===== config.mk =====
export PLATFORM = sky130hd
export DESIGN_NAME = rob_prn_reclaim_flat
export DESIGN_NICKNAME = d
export VERILOG_FILES = /design/src/rtl/rob_prn_reclaim_if.sv /design/src/rtl/rob_prn_reclaim.sv /design/src/flat_wrapper.sv
export SDC_FILE = /design/constraint.sdc
export NUM_CORES = 1
export LEC_CHECK = 0
export BUFFER_PORTS_ARGS = -buffer_cell sky130_fd_sc_hd__buf_2
export CAP_MARGIN = 5
export CORE_MARGIN = 2
export CORE_UTILIZATION = 50
export CTS_CLUSTER_DIAMETER = 120
export DETAILED_ROUTE_END_ITERATION = 7
export PLACE_DENSITY = 0.72
export SLEW_MARGIN = 15
export SYNTH_ARGS = -nofsm -noshare
export SYNTH_HDL_FRONTEND = slang
export SYNTH_SLANG_ARGS = --single-unit

===== constraint.sdc =====
create_clock -name clk -period 2.7 [get_ports clk]
set_input_delay 0.135 -clock clk [delete_from_list [all_inputs] [get_ports clk]]
set_output_delay 0.135 -clock clk [all_outputs]
set_load 0.05 [all_outputs]

===== src/rtl/rob_prn_reclaim_if.sv =====
`default_nettype none
// ============================================================================
// Module      : rob_prn_reclaim_if
// Description : Dispatch, completion, retirement and status bundle between the
//               dispatch/execute side (master) and the PRN reclaim ROB (slave).
// Revision    : 1.0 - initial release
// ============================================================================
interface rob_prn_reclaim_if #(
  parameter int DEPTH        = 16,
  parameter int PRN_BITS     = 6,
  parameter int MAX_OPERANDS = 3
);
  localparam int IDX_BITS = $clog2(DEPTH);

  logic                                   alloc_valid;
  logic [MAX_OPERANDS-1:0]                alloc_old_valid;
  logic [MAX_OPERANDS-1:0][PRN_BITS-1:0]  alloc_old_prn;
  logic                                   alloc_ready;
  logic [IDX_BITS-1:0]                    alloc_idx;

  logic [MAX_OPERANDS-1:0]                complete_valid;
  logic [MAX_OPERANDS-1:0][IDX_BITS-1:0]  complete_idx;

  logic [MAX_OPERANDS-1:0]                free_valid;
  logic [MAX_OPERANDS-1:0][PRN_BITS-1:0]  free_prns;
  logic                                   commit_valid;
  logic [IDX_BITS-1:0]                    commit_idx;

  logic [IDX_BITS:0]                      count;
  logic                                   empty;
  logic                                   full;

  // Dispatch/execute side
  modport master (
    output alloc_valid, alloc_old_valid, alloc_old_prn,
    output complete_valid, complete_idx,
    input  alloc_ready, alloc_idx,
    input  free_valid, free_prns, commit_valid, commit_idx,
    input  count, empty, full
  );

  // Reclaim buffer side
  modport slave (
    input  alloc_valid, alloc_old_valid, alloc_old_prn,
    input  complete_valid, complete_idx,
    output alloc_ready, alloc_idx,
    output free_valid, free_prns, commit_valid, commit_idx,
    output count, empty, full
  );
endinterface
`default_nettype wire


===== src/rtl/rob_prn_reclaim.sv =====
`default_nettype none
// ============================================================================
// Module      : rob_prn_reclaim
// Description : In-order retirement buffer holding the previous PRNs of each
//               dispatched instruction; marks out-of-order completions and
//               returns the old PRNs to the renamer free list at retirement,
//               at most one instruction per cycle.
//               Optional ROB_PERF_EN adds perf_commits / perf_full_stalls.
// Revision    : 1.0 - initial release
// ============================================================================
module rob_prn_reclaim #(
  parameter int DEPTH        = 16,
  parameter int PRN_BITS     = 6,
  parameter int MAX_OPERANDS = 3
) (
  input  logic                clk,
  input  logic                rst,
  rob_prn_reclaim_if.slave    bus
`ifdef ROB_PERF_EN
  ,
  output logic [31:0]         perf_commits,
  output logic [31:0]         perf_full_stalls
`endif
);
  localparam int IDX_BITS = $clog2(DEPTH);

  // Entry storage and pointers (pointers carry an extra wrap bit)
  logic [DEPTH-1:0]                                   valid_q, valid_d;
  logic [DEPTH-1:0]                                   done_q, done_d;
  logic [DEPTH-1:0][MAX_OPERANDS-1:0]                 old_valid_q, old_valid_d;
  logic [DEPTH-1:0][MAX_OPERANDS-1:0][PRN_BITS-1:0]   old_prn_q, old_prn_d;
  logic [IDX_BITS:0]                                  head_q, head_d;
  logic [IDX_BITS:0]                                  tail_q, tail_d;

  logic [IDX_BITS-1:0] w_head_idx;
  logic [IDX_BITS-1:0] w_tail_idx;
  logic                w_full;
  logic                w_commit;
  logic                w_alloc_fire;

  assign w_head_idx   = head_q[IDX_BITS-1:0];
  assign w_tail_idx   = tail_q[IDX_BITS-1:0];
  assign w_full       = (w_head_idx == w_tail_idx) && (head_q[IDX_BITS] != tail_q[IDX_BITS]);
  assign w_commit     = valid_q[w_head_idx] && done_q[w_head_idx];
  // Readiness looks only at registered state; a same-cycle commit frees room next cycle.
  assign w_alloc_fire = bus.alloc_valid && !w_full;

  assign bus.alloc_ready  = !w_full;
  assign bus.alloc_idx    = w_tail_idx;
  assign bus.commit_valid = w_commit;
  assign bus.commit_idx   = w_head_idx;
  assign bus.count        = tail_q - head_q;
  assign bus.empty        = (tail_q == head_q);
  assign bus.full         = w_full;

  // Per-slot release strobes; PRN forced to zero when the slot is not released
  for (genvar gi = 0; gi < MAX_OPERANDS; gi++) begin : g_free
    assign bus.free_valid[gi] = w_commit && old_valid_q[w_head_idx][gi];
    assign bus.free_prns[gi]  = bus.free_valid[gi] ? old_prn_q[w_head_idx][gi] : '0;
  end

  // Next-state: completion marks, then retirement at head, then allocation at tail
  always_comb begin
    valid_d     = valid_q;
    done_d      = done_q;
    old_valid_d = old_valid_q;
    old_prn_d   = old_prn_q;
    head_d      = head_q;
    tail_d      = tail_q;

    // Completions only land on live entries; duplicates simply set the bit twice.
    for (int i = 0; i < MAX_OPERANDS; i++) begin
      if (bus.complete_valid[i] && valid_q[bus.complete_idx[i]]) begin
        done_d[bus.complete_idx[i]] = 1'b1;
      end
    end

    if (w_commit) begin
      valid_d[w_head_idx] = 1'b0;
      done_d[w_head_idx]  = 1'b0;
      head_d              = head_q + 1'b1;
    end

    // The tail entry is never live when not full, so this cannot collide with
    // the retirement or completion updates above.
    if (w_alloc_fire) begin
      valid_d[w_tail_idx]     = 1'b1;
      done_d[w_tail_idx]      = 1'b0;
      old_valid_d[w_tail_idx] = bus.alloc_old_valid;
      old_prn_d[w_tail_idx]   = bus.alloc_old_prn;
      tail_d                  = tail_q + 1'b1;
    end
  end

  // State registers; reset drops all in-flight entries without freeing them
  always_ff @(posedge clk) begin
    if (rst) begin
      valid_q     <= '0;
      done_q      <= '0;
      old_valid_q <= '0;
      old_prn_q   <= '0;
      head_q      <= '0;
      tail_q      <= '0;
    end else begin
      valid_q     <= valid_d;
      done_q      <= done_d;
      old_valid_q <= old_valid_d;
      old_prn_q   <= old_prn_d;
      head_q      <= head_d;
      tail_q      <= tail_d;
    end
  end

`ifdef ROB_PERF_EN
  logic [31:0] perf_commits_q, perf_commits_d;
  logic [31:0] perf_full_stalls_q, perf_full_stalls_d;

  // Free-running event counters, wrapping at 2^32
  always_comb begin
    perf_commits_d     = perf_commits_q + {31'd0, w_commit};
    perf_full_stalls_d = perf_full_stalls_q + {31'd0, (bus.alloc_valid && w_full)};
  end

  // Counter registers
  always_ff @(posedge clk) begin
    if (rst) begin
      perf_commits_q     <= '0;
      perf_full_stalls_q <= '0;
    end else begin
      perf_commits_q     <= perf_commits_d;
      perf_full_stalls_q <= perf_full_stalls_d;
    end
  end

  assign perf_commits     = perf_commits_q;
  assign perf_full_stalls = perf_full_stalls_q;
`endif

endmodule
`default_nettype wire


===== src/flat_wrapper.sv =====
// flat-port wrapper written by rule: the top's interface ports become plain ports
module rob_prn_reclaim_flat 
#(
  parameter int DEPTH        = 16,
  parameter int PRN_BITS     = 6,
  parameter int MAX_OPERANDS = 3
)
  (clk, rst, bus_alloc_valid, bus_alloc_old_valid, bus_alloc_old_prn, bus_complete_valid, bus_complete_idx, bus_alloc_ready, bus_alloc_idx, bus_free_valid, bus_free_prns, bus_commit_valid, bus_commit_idx, bus_count, bus_empty, bus_full);
  rob_prn_reclaim_if #(.DEPTH(DEPTH), .PRN_BITS(PRN_BITS), .MAX_OPERANDS(MAX_OPERANDS)) bus_i ();
  input  logic clk;
  input  logic rst;
  input wire logic [$bits(bus_i.alloc_valid)-1:0] bus_alloc_valid;
  input wire logic [$bits(bus_i.alloc_old_valid)-1:0] bus_alloc_old_valid;
  input wire logic [$bits(bus_i.alloc_old_prn)-1:0] bus_alloc_old_prn;
  input wire logic [$bits(bus_i.complete_valid)-1:0] bus_complete_valid;
  input wire logic [$bits(bus_i.complete_idx)-1:0] bus_complete_idx;
  output wire logic [$bits(bus_i.alloc_ready)-1:0] bus_alloc_ready;
  output wire logic [$bits(bus_i.alloc_idx)-1:0] bus_alloc_idx;
  output wire logic [$bits(bus_i.free_valid)-1:0] bus_free_valid;
  output wire logic [$bits(bus_i.free_prns)-1:0] bus_free_prns;
  output wire logic [$bits(bus_i.commit_valid)-1:0] bus_commit_valid;
  output wire logic [$bits(bus_i.commit_idx)-1:0] bus_commit_idx;
  output wire logic [$bits(bus_i.count)-1:0] bus_count;
  output wire logic [$bits(bus_i.empty)-1:0] bus_empty;
  output wire logic [$bits(bus_i.full)-1:0] bus_full;
  assign bus_i.alloc_valid = bus_alloc_valid;
  assign bus_i.alloc_old_valid = bus_alloc_old_valid;
  assign bus_i.alloc_old_prn = bus_alloc_old_prn;
  assign bus_i.complete_valid = bus_complete_valid;
  assign bus_i.complete_idx = bus_complete_idx;
  assign bus_alloc_ready = bus_i.alloc_ready;
  assign bus_alloc_idx = bus_i.alloc_idx;
  assign bus_free_valid = bus_i.free_valid;
  assign bus_free_prns = bus_i.free_prns;
  assign bus_commit_valid = bus_i.commit_valid;
  assign bus_commit_idx = bus_i.commit_idx;
  assign bus_count = bus_i.count;
  assign bus_empty = bus_i.empty;
  assign bus_full = bus_i.full;
  rob_prn_reclaim #(.DEPTH(DEPTH), .PRN_BITS(PRN_BITS), .MAX_OPERANDS(MAX_OPERANDS)) u_core (.clk(clk), .rst(rst), .bus(bus_i));
endmodule

== Word level (Yosys, flattened, before mapping) ==
Cells that the tools add are included.
Word-level totals
  register bits after elaboration: 378
  input bits: 39
  output and inout port bits: 38
  logic and storage cells: 148
Cells by class
  add/sub/neg operators: 3
  order comparisons: 10
  eq/ne operators: 3
  muxes and demuxes: 40
  bitwise gates (word level): 9
  reductions and logical operators: 15
Operator list (number)
  288-bit bitwise mux: 1
  16-bit 2-to-1 mux: 7
  18-bit binary-select mux with 4-bit select: 1
  18-bit demux with 4-bit select: 1
  16-bit bitwise OR: 4
  16-bit bitwise AND: 3
  48-bit bitwise mux: 1
  18-bit 2-to-1 mux: 2
  16-bit inverter: 2
  4-bit by 5-bit < comparator with 1-bit output (second input constant): 5
  1-bit binary-select mux with 4-bit select: 5
  1-bit demux with 4-bit select: 5
  4-bit by 1-bit greater-or-equal comparator with 1-bit output (second input constant): 5
  6-bit 2-to-1 mux: 3
  1-bit logical AND: 14
  3-bit binary-select mux with 4-bit select: 1
  3-bit demux with 4-bit select: 1
  5-bit by 1-bit adder with 5-bit output (second input constant): 2
  1-bit 2-to-1 mux: 10
  3-bit 2-to-1 mux: 2
  5-bit == test: 1
  5-bit subtractor: 1
  4-bit == test: 1
  1-bit zero test: 1
  1-bit inequality test: 1

== Depth between registers and ports, before layout ==
  depth in word-level cells: 14
  mapped depth: 11
  mapped depth without buffers: 7

== Worst setup path after synthesis ==
Ideal clock, no wire load.
  path type: reg2reg
  start: register u_core.head_q[3]
  end: register u_core.old_prn_q[270] in the netlist's numbering
  library setup time: 70 ps
  arrival: 2672 ps
  data required time: 2630 ps
  slack: -43 ps
  stages on the path, launching flop included: 11
  path buffers: 3
  clock period less this slack: 2743 ps
  cells stage by stage: dfxtp_1 -> buf_4 -> clkinv_1 -> buf_1 -> ha_1 -> nand4_1 -> o211ai_1 -> or2_0 -> clkbuf_1 -> nand2_1 -> a21oi_1
On the way
  cells in the longest elaborated chain, start to end: 4
Ends and longest elaborated chain
  from (decl): line rob_prn_reclaim.sv:32  | logic [IDX_BITS:0] head_q, head_d;
  from (signal assigned): line rob_prn_reclaim.sv:102  | head_q <= '0;
  from (signal assigned): line rob_prn_reclaim.sv:109  | head_q <= head_d;
  4-bit == test: line rob_prn_reclaim.sv:43  | assign w_full = (w_head_idx == w_tail_idx) && (head_q[IDX_BITS] != tail_q[IDX_BITS]);
  1-bit logical AND: line rob_prn_reclaim.sv:43
  1-bit zero test: line rob_prn_reclaim.sv:46  | assign w_alloc_fire = bus.alloc_valid && !w_full;
  1-bit logical AND: line rob_prn_reclaim.sv:46
  to (signal assigned): line rob_prn_reclaim.sv:108  | old_prn_q <= old_prn_d;
  to (decl): line rob_prn_reclaim.sv:31  | logic [DEPTH-1:0][MAX_OPERANDS-1:0][PRN_BITS-1:0] old_prn_q, old_prn_d;
Every way passes these cells.
A chain may end at the register's enable or synchronous reset.

== Worst setup path after layout ==
  start: register u_core.head_q[0]
  end: output port bus_free_prns[4]
On the way
  cells in the longest elaborated chain, start to end: 5
  elaborated cells on any way between the ends: 11
  those cells by class: mux: 9; reduce/logical: 2
Ends and longest elaborated chain
  1-bit binary-select mux with 4-bit select: line rob_prn_reclaim.sv:44  | assign w_commit = valid_q[w_head_idx] && done_q[w_head_idx];
  1-bit 2-to-1 mux (implied by the code): line rob_prn_reclaim.sv:44
  1-bit logical AND: line rob_prn_reclaim.sv:44
  1-bit logical AND: line rob_prn_reclaim.sv:58  | assign bus.free_valid[gi] = w_commit && old_valid_q[w_head_idx][gi];
  6-bit 2-to-1 mux *: line rob_prn_reclaim.sv:59  | assign bus.free_prns[gi] = bus.free_valid[gi] ? old_prn_q[w_head_idx][gi] : '0;
  to (decl): line flat_wrapper.sv:20  | output wire logic [$bits(bus_i.free_prns)-1:0] bus_free_prns;
Mark *: on every way between the ends. The rest lies on a longest branch, timed or not. The select of a mux whose other input is x is not followed.

==> reports/results.md <==
| Parameter | This run | Unit |
|:---|:---|:---|
| Synthesized net count | 2046 | - |
| Wire length of the first global-routing pass | 86200 | um |
| Area enclosed by the die boundary | 0.0362 | mm2 |
| Distinct cell type count of the synthesized netlist | 65 | - |
| Core region area | 0.0344 | mm2 |
| Number of vias in the routed layout | 15400 | - |
| Maximum number of pins on one net before global-route repair | 103 | - |
| Drt drc | 0 | - |
| Count of TritonRoute iterations in the first routing pass | 6 | - |
| Failing checks | setup timing | - |
| Clock tree from TritonCTS | built | - |
| Clock input transition at the sequential cells of the worst setup and hold paths | 0.06 | ns |
| Slew HR | 0.497 | - |
| Worst setup skew after layout | 0.0144 | ns |
| Final Max Tran Viols | 0 | - |
| Vias in the first global route | 15000 | - |
| FILL cells | 2839 | - |
| Width of the die | 190 | um |
| Worst setup timing slack at the placement stage | 0.0598 | ns |
| Highest achievable clock rate | 337 | MHz |
| Total routing resource utilization after global routing | 0.310 | - |
| Routed wire per std cell | 22.8 | um |
| TritonCTS buffer count | 38 | - |
| Top FF cell, synth | dfxtp_1 | - |
| Number of antenna violations at the first check in global routing | 3 | - |
| Critical path required time | 2.57 | ns |
| Leakage | 6.83 | nW |
| Number of instances in the synthesized netlist | 1994 | - |
| I/O pin cnt | 77 | - |
| Met1 track demand over resource in global routing | 0.400 | - |
| M3 GR Usage | 0.0522 | - |
| Post-synth top area share | 0.437 | - |
| Final Core Density | 0.597 | - |
| Classification of the worst setup path | flop to output pin | - |
| Estimated wirelength of the detail-placed design | 32600 | um |
| Latest clock arrival within the worst-skew pair | 0.52 | ns |
| Height of the die | 190 | um |
| Final-report setup violation count | 21 | - |
| Most numerous cell in the Yosys netlist | nand2_1 | - |
| Crit path arrival time | 2.83 | ns |
| Mean instance size in the synthesized netlist | 8.69 | um2 |
| Unrepaired setup endpoints after global routing | true | - |
| Maximum fanout count along the critical path | 7 | - |
| Leading post-synthesis cells by instance count | nand2_1 (686), dfxtp_1 (378), a21oi_1 (357) | - |
| Number of maximum-capacitance violations | 0 | - |
| Worst voltage drop across the vdd grid | 0.000361 | V |
| Outcome | complete, but fails checks | - |
| CTS Root Cell | clkbuf_16 | - |
| Starting density of the core | 0.504 | - |
| Met2 track demand over resource | 0.507 | - |
| Sequential element share of the synthesized area | 0.437 | - |
| Total negative slack for setup checks | -4.71 | ns |
| Final Worst Setup Slack | -0.264 | ns |
| Synth-to-layout area growth | 18.5 | % |
| Count of warnings emitted by yosys | 0 | - |
| Detailed Route WL | 56900 | um |
| Fraction of final layout cells with drive strength greater than 1 | 0.202 | - |
| Critical Path End Type | output pin | - |
| Post-Route Hold Slack | 0.00882 | ns |
| Post-layout min period | 2.96 | ns |
| Kind of path behind the tightest hold check | input pin to flop | - |
| Post-synthesis instance area | 0.0173 | mm2 |
| Final hold vios | 0 | - |
| Leading post-synthesis cells by cell area | dfxtp_1 (44%), nand2_1 (15%), mux4_2 (15%), a21oi_1 (10%), clkbuf_1 (3.3%) | - |
| Port Buffer Count | 76 | - |
| Busiest metal layer after global routing | met2 | - |
| Clock Sink Count | 378 | - |
| Startpoint Class | flop | - |
| Total grt overflow | 0 | - |
| Depth of the CTS H-tree | 2 | - |
| Transition time of the tightest slew-check pin | 0.754 | ns |
| Count of antenna-violating nets left after detailed routing | 0 | - |
| Count of state elements after synthesis | 378 | - |
| Register cell area after layout | 0.00758 | mm2 |
| Routability congestion estimate from global placement | 0.874 | - |
| Post-DR vias/cell | 6.15 | - |
| Detailed router's first-iteration violation count | 1915 | - |
| FP Rows | 68 | - |
| Number of enable flip-flop cells after synthesis | 0 | - |
| Part of the cycle the worst path needs | 1.10 | - |
| Post-Layout Cell Count | 2499 | - |
| Footprint of the multi-input gates | 0.00900 | mm2 |
| Post-layout net count | 2066 | - |
| Post-synth top area cell | dfxtp_1 | - |
| Largest buffer count on any clock path | 3 | - |
| Async set or reset register ratio after synthesis | 0 | - |
| Total instance count after detailed placement | 2392 | - |
| P per Cell Area | 586 | mW/mm2 |
-- cell families after synthesis --
logic type      Yosys count  share of synthesized area
flops                   378                      0.437
buf+inv                 209                     0.0524
mux                     131                      0.163
simple gates            826                      0.193
compound gates          428                      0.140
xor+xnor                  9                    0.00455
fa+ha+maj                13                    0.00982
-- path summary, 6_finish.rpt --
path / slack (ns) / cells after the start / to / start
setup / recovery: -0.26 / 8 / bus_free_prns[4] / u_core.head_q[0]$_SDFFE_PP0P_
setup reg to reg: 0.15 / 9 / u_core.done_q[4]$_SDFF_PP0_ / u_core.head_q[1]$_SDFFE_PP0P_
hold reg to reg: 0.45 / 2 / u_core.old_prn_q[64]$_SDFFE_PP0P_ / u_core.old_prn_q[64]$_SDFFE_PP0P_
hold / removal: 0.009 / 3 / u_core.old_prn_q[182]$_SDFFE_PP0P_ / bus_alloc_old_prn[2]
-- registers in the layout, summed over array words and instances (netlist names) --
| name | flops |
|---|---|
| u_core.old_valid_q | 48 |
| u_core.done_q | 16 |
| u_core.tail_q | 5 |
| u_core.head_q | 5 |
| u_core.old_prn_q | 288 |
| u_core.valid_q | 16 |
-- placed cells by master, fill, tap and decap left out, types with 5 or more instances in the layout --
master,Yosys,layout
nor2_1,40,27
buf_12,2,36
dfxtp_1,378,375
buf_2,22,51
nand2b_1,10,8
ha_1,12,12
nand3_1,16,16
and3_1,6,6
nand2_1,686,685
buf_16,0,6
dlygate4sd3_1,0,16
buf_8,1,8
clkbuf_16,0,41
a211oi_1,5,5
nor2b_1,7,7
mux4_2,114,118
clkbuf_8,0,12
a21bo_2,9,9
buf_4,10,32
and2_4,0,18
inv_1,14,14
a2111oi_0,10,10
or2_4,1,6
buf_6,2,22
nor3_2,1,5
a21oi_1,357,357
mux2i_1,6,6
nor3_1,13,9
clkinv_2,0,5
o22ai_1,10,10
nor2_2,0,9
mux2_2,6,6
a311oi_1,5,5
xnor2_1,7,7
-- worst max-delay path, stage by stage (launching register included) --
cell and delay, ns:
dfxtp_4 0.39, buf_12 0.14, buf_12 0.15, buf_6 0.10, mux4_2 0.49, mux4_2 0.48
a21boi_4 0.21, and2_4 0.19, buf_6 0.15
-- layer usage --
metal | wire (um) | vias to the layer above
met2 | 26800 | 872
met4 | 2940 | 0
li1 | - | 6865
met5 | 0 | -
met3 | 5690 | 196
met1 | 21500 | 7440
-- power by group --
part | internal (mW) | switching [mW] | total (mW)
combinational | 0.238 | 0.487 | 0.725
clock | 3.41 | 2.23 | 5.64
sequential | 5.63 | 0.0365 | 5.67
-- stage by stage --
stage | area (um2) | power, mW
final | 20500 | 12.0
after global routing | 20500 | 12.3
after CTS | 20400 | 12.0
after detailed placement | 18400 | 6.47
after global placement | 18400 | 6.45
after floorplan | 17300 | 6.24
-- cell type report --
cell class,count,area share
multi-input combinational,1407,0.438
inverter,15,0.00274
tap,455,0.0277
sequential,378,0.369
clock buffer,56,0.0575
timing repair buffer,174,0.0962
antenna,3,0.000366
clock inverter,11,0.00786
-- what timing repair did --
| action | 4_1_cts | 5_1_grt |
|---|---|---|
| resized for setup | 81 | 30 |
| endpoints found under the setup margin | 22 | 273 |
| hold buffers | 16 | 0 |
| cloned | 4 | 1 |
| buffers inserted | 16 | 2 |
| hold endpoints to repair | 131 | 0 |
| pin swaps | 5 | 5 |
Power figures use the tool's default switching activity.
